`src/rtl/imem_arbiter.sv`:
```
// Two-way instruction-memory port arbiter: fetch (IF) has fixed priority, the
// loader (LD) is protected from starvation; each side has a one-entry response slot.
module imem_arbiter #(
    parameter int ADDR_WIDTH   = 32,
    parameter int DATA_WIDTH   = 32,
    parameter int STARVE_LIMIT = 4
) (
    input  logic                  clk,
    input  logic                  rst,
    input  logic                  if_req_valid,
    input  logic [ADDR_WIDTH-1:0] if_req_addr,
    output logic                  if_req_ready,
    input  logic                  if_flush,
    output logic                  if_rsp_valid,
    output logic [DATA_WIDTH-1:0] if_rsp_data,
    input  logic                  if_rsp_ready,
    input  logic                  ld_hold,
    input  logic                  ld_req_valid,
    input  logic                  ld_req_we,
    input  logic [ADDR_WIDTH-1:0] ld_req_addr,
    input  logic [DATA_WIDTH-1:0] ld_req_wdata,
    output logic                  ld_req_ready,
    output logic                  ld_rsp_valid,
    output logic [DATA_WIDTH-1:0] ld_rsp_data,
    input  logic                  ld_rsp_ready,
    output logic [ADDR_WIDTH-3:0] mem_addr,
    output logic                  mem_we,
    output logic [DATA_WIDTH-1:0] mem_wdata,
    input  logic [DATA_WIDTH-1:0] mem_rdata
);
    localparam int CW = $clog2(STARVE_LIMIT + 1);
    localparam logic [CW-1:0] LIMIT = CW'(STARVE_LIMIT);

    logic                  if_elig, ld_elig, grant_if, grant_ld;
    logic                  if_rsp_valid_q, if_rsp_valid_d;
    logic [DATA_WIDTH-1:0] if_rsp_data_q, if_rsp_data_d;
    logic                  ld_rsp_valid_q, ld_rsp_valid_d;
    logic [DATA_WIDTH-1:0] ld_rsp_data_q, ld_rsp_data_d;
    logic [CW-1:0]         starve_cnt_q, starve_cnt_d;
    logic                  unused_addr_lsbs;

    assign unused_addr_lsbs = ^{if_req_addr[1:0], ld_req_addr[1:0]};

    // Grants are gated by rst so nothing, in particular no write, reaches the RAM in reset.
    always_comb begin
        if_elig  = !rst && if_req_valid && !if_flush && !ld_hold &&
                   (!if_rsp_valid_q || if_rsp_ready);
        ld_elig  = !rst && ld_req_valid && (!ld_rsp_valid_q || ld_rsp_ready);
        grant_ld = ld_elig && (!if_elig || (starve_cnt_q >= LIMIT));
        grant_if = if_elig && !grant_ld;
    end

    always_comb begin
        if_rsp_valid_d = if_rsp_valid_q;
        if_rsp_data_d  = if_rsp_data_q;
        if (if_flush) begin
            if_rsp_valid_d = 1'b0;
        end else if (grant_if) begin
            if_rsp_valid_d = 1'b1;
            if_rsp_data_d  = mem_rdata;
        end else if (if_rsp_ready) begin
            if_rsp_valid_d = 1'b0;
        end

        ld_rsp_valid_d = ld_rsp_valid_q;
        ld_rsp_data_d  = ld_rsp_data_q;
        if (grant_ld) begin
            ld_rsp_valid_d = 1'b1;
            ld_rsp_data_d  = ld_req_we ? ld_req_wdata : mem_rdata;
        end else if (ld_rsp_ready) begin
            ld_rsp_valid_d = 1'b0;
        end

        // Counts consecutive cycles LD was eligible but lost to IF; saturates at the limit.
        starve_cnt_d = starve_cnt_q;
        if (grant_ld || !ld_req_valid) begin
            starve_cnt_d = '0;
        end else if (ld_elig && (starve_cnt_q < LIMIT)) begin
            starve_cnt_d = starve_cnt_q + CW'(1);
        end
    end

    always_ff @(posedge clk) begin
        if (rst) begin
            if_rsp_valid_q <= 1'b0;
            if_rsp_data_q  <= '0;
            ld_rsp_valid_q <= 1'b0;
            ld_rsp_data_q  <= '0;
            starve_cnt_q   <= '0;
        end else begin
            if_rsp_valid_q <= if_rsp_valid_d;
            if_rsp_data_q  <= if_rsp_data_d;
            ld_rsp_valid_q <= ld_rsp_valid_d;
            ld_rsp_data_q  <= ld_rsp_data_d;
            starve_cnt_q   <= starve_cnt_d;
        end
    end

    always_comb begin
        if_req_ready = grant_if;
        ld_req_ready = grant_ld;
        mem_we       = grant_ld && ld_req_we;
        mem_addr     = '0;
        mem_wdata    = '0;
        if (!rst) begin
            mem_addr  = grant_ld ? ld_req_addr[ADDR_WIDTH-1:2] : if_req_addr[ADDR_WIDTH-1:2];
            mem_wdata = ld_req_wdata;
        end
        if_rsp_valid = !rst && if_rsp_valid_q;
        if_rsp_data  = rst ? '0 : if_rsp_data_q;
        ld_rsp_valid = !rst && ld_rsp_valid_q;
        ld_rsp_data  = rst ? '0 : ld_rsp_data_q;
    end
endmodule
```
`config.mk`:
```
export PLATFORM = sky130hd
export DESIGN_NAME = imem_arbiter
export DESIGN_NICKNAME = d
export VERILOG_FILES = /design/src/rtl/imem_arbiter.sv
export SDC_FILE = /design/constraint.sdc
export NUM_CORES = 1
export LEC_CHECK = 0
export ABC_CLOCK_PERIOD_IN_PS = 3700
export CORE_MARGIN = 8
export CORE_UTILIZATION = 38
export DETAILED_ROUTE_END_ITERATION = 8
export PLACE_DENSITY = 0.93
export SETUP_SLACK_MARGIN = 0.4
export SYNTH_ARGS = -nofsm -noshare
export SYNTH_HDL_FRONTEND = slang
export SYNTH_SLANG_ARGS = --single-unit
```
`constraint.sdc`:
```
create_clock -name clk -period 3.7 [get_ports clk]
set_input_delay 0.74 -clock clk [delete_from_list [all_inputs] [get_ports clk]]
set_output_delay 0.74 -clock clk [all_outputs]
set_load 0.05 [all_outputs]
```
==> impl_metrics.toml <==
[worst_setup_path]
endpoint_kind = "primary output"
worstPathArrival_ns = 2.76
cp_max_fo = 8
cp.required_ns = 2.96
crit_type = "in2out"
critPathLaunchType = "primary input"

[synth]
syn_nets = 584
syn_area_sq_um = 3810
ys_warn_count = 0
yosysUniqueCellTypes = 27
avgSynthCellArea_sq_um = 8.54
postSynthCellCount = 446
ys_seq_area_share_pct = 36.3
ys_ff_latch = 69

[sta]
slew_headroom_pct = 59.9
timing.hold.ws_ns = 0.488
finClkSkew_ns = 0.0115
hold_violations = 0
final-max-slew-violation-count = 0
fin_ws_ns = 0.200
finalCritPeriodShare_pct = 94.6
tns_ns = 0
period_needed_ns = 3.50
rsz0062_at_grt = "true"
max_freq_mhz = 286
setup_viol = 0
tightest_slew_ns = 0.599

[detailed_routing]
via_per_inst = 5.13
drt_iter0_markers = 246
ant_nets = 0
drt-total-wl_mm = 18.0
routedWlPerCell_um = 21.1
via_count = 4383
first_pass_iters = 4
drc = 0

[grt]
grt_pass1_wl_mm = 24.0
antenna_found_initial = 0
grt_overflow = 0
track_usage_pct = 22.7
grt_start_max_net_pins = 64
grt_pass1_vias = 4584

[placed_design]
preCtsSetupSlack_ns = 0.102
portBuffers = 263
place_congestion = 0.892
hpwlAfterDp_mm = 11.6

[layout]
antenna_cells = 0
synthToLayoutAreaGrowth_pct = 97.6
fin_nets = 855
final_cell_mix = "clkdlybuf4s50_1 (225), nor2b_1 (98), dfxtp_1 (69), nand2_1 (54)"
layout-drive-gt1-share_pct = 27.2
final_common_cell = "clkdlybuf4s50_1"

[power_and_ir_drop]
peakVddDrop_uv = 215
p_leak_nw = 3.05
total_power_mw = 2.28
powerDensity_nw_per_um2 = 302

[flow_run]
maxCapViolations = 0

[floorplanning]
core_area_sq_um = 9770
floorplan.initialDensity_pct = 39.0
die_area_sq_um = 13500
die-width_um = 116
die_h_um = 116
core.rowCount = 36
pin_count = 268

[clocking]
clkLatencyLatePin_ns = 0.33
cts-root-buf = "clkbuf_8"
cts.hold.buffers_added = 0
cts.path.max_buffers = 2
clock_sinks = 69
numCtsBuffers = 9
htree_levels = 3
clk_pin_slew_ns = 0.07
cts_tree = "done"

[min_path]
hold_class = "reg2reg"

[outcome]
status = "completed"
through the flow:
stage	util [%]	cells	cell area, sq um
2_1_floorplan	-	446	3920
3_3_place_gp	67.4	819	6590
3_5_place_dp	67.4	819	6590
4_1_cts	73.7	848	7210
5_1_grt	77.0	854	7530
6_report	77.0	854	7530
routing by layer:
metal	up-vias	GRT usage, %	wire (um)
li1	2021	-	-
met1	2099	23.2	6370
met2	219	42.0	9500
met3	44	7.55	1530
met4	0	8.64	618
met5	-	0	0
flip-flops by register name (all words and copies together) (netlist names):
name	cells
starve_cnt_q	3
ld_rsp_valid_q	1
ld_rsp_data_q	32
if_rsp_valid_q	1
if_rsp_data_q	32
cells by family (layout without fill, tap and decap cells):
| family | count (synthesis) | in the layout | synth area share (%) |
|---|---|---|---|
| buf+inv | 36 | 311 | 4.73 |
| fa+ha+maj | 1 | 1 | 0.328 |
| mux | 64 | 64 | 20.6 |
| compound gates | 70 | 70 | 10.2 |
| flops | 69 | 69 | 36.3 |
| simple gates | 206 | 206 | 27.8 |
repair_timing:
item,in CTS,in global routing
cloned,5,1
pin swaps,12,39
resized for setup,64,75
setup buffers,9,5
endpoints found under the setup margin,32,31
cell type report:
type	instances	area [sq um]
tap	133	166
clock inverter	5	62.6
multi-input combinational	341	2640
timing repair buffer	294	3120
clock buffer	10	128
inverter	2	20.0
sequential	69	1380
fill	609	2250
synth_stat cells:
cell	number	share of area, %
a21o_1	1	0.20
a21oi_1	34	4.5
a31oi_4	1	0.56
and2_1	1	0.16
and2b_1	1	0.20
buf_2	6	0.79
buf_4	1	0.20
buf_8	3	1.2
clkbuf_1	24	2.4
dfxtp_1	69	36
ha_1	1	0.33
inv_1	2	0.20
mux2_2	4	1.2
mux2_4	28	11
mux2i_1	32	8.4
nand2_1	96	9.5
nand2b_1	2	0.33
nand3_1	1	0.13
nor2_1	1	0.098
nor2b_1	99	16
o21ai_0	32	4.2
o21ai_1	1	0.13
o311ai_4	1	0.69
or2_4	1	0.23
or3_1	1	0.16
or4_1	2	0.39
or4b_4	1	0.36
power breakdown:
group	leakage [nW]	total [mW]	internal (mW)	switching, mW
combinational	2.40	0.885	0.391	0.494
clock	0.0886	0.597	0.310	0.287
sequential	0.565	0.794	0.785	0.00969
total	3.05	2.28	1.49	0.791
worst max-delay path, stage by stage:
cell	delay, ns
clkdlybuf4s50_1	0.52
and2b_2	0.21
o311ai_4	0.13
buf_4	0.17
buf_6	0.12
buf_12	0.12
inv_12	0.07
clkbuf_16	0.17
nand2_1	0.09
a21oi_2	0.21
buf_6	0.19
worst paths after layout:
path,endpoint,cells after the start,slack (ns),from
setup reg to reg,ld_rsp_data_q[1],7,1.79,starve_cnt_q[2]
setup / recovery,mem_addr[28],11,0.20,ld_req_valid
hold / removal,starve_cnt_q[0],2,0.49,starve_cnt_q[0]
hold reg to reg,starve_cnt_q[0],2,0.49,starve_cnt_q[0]
Power figures use the tool's default switching activity.
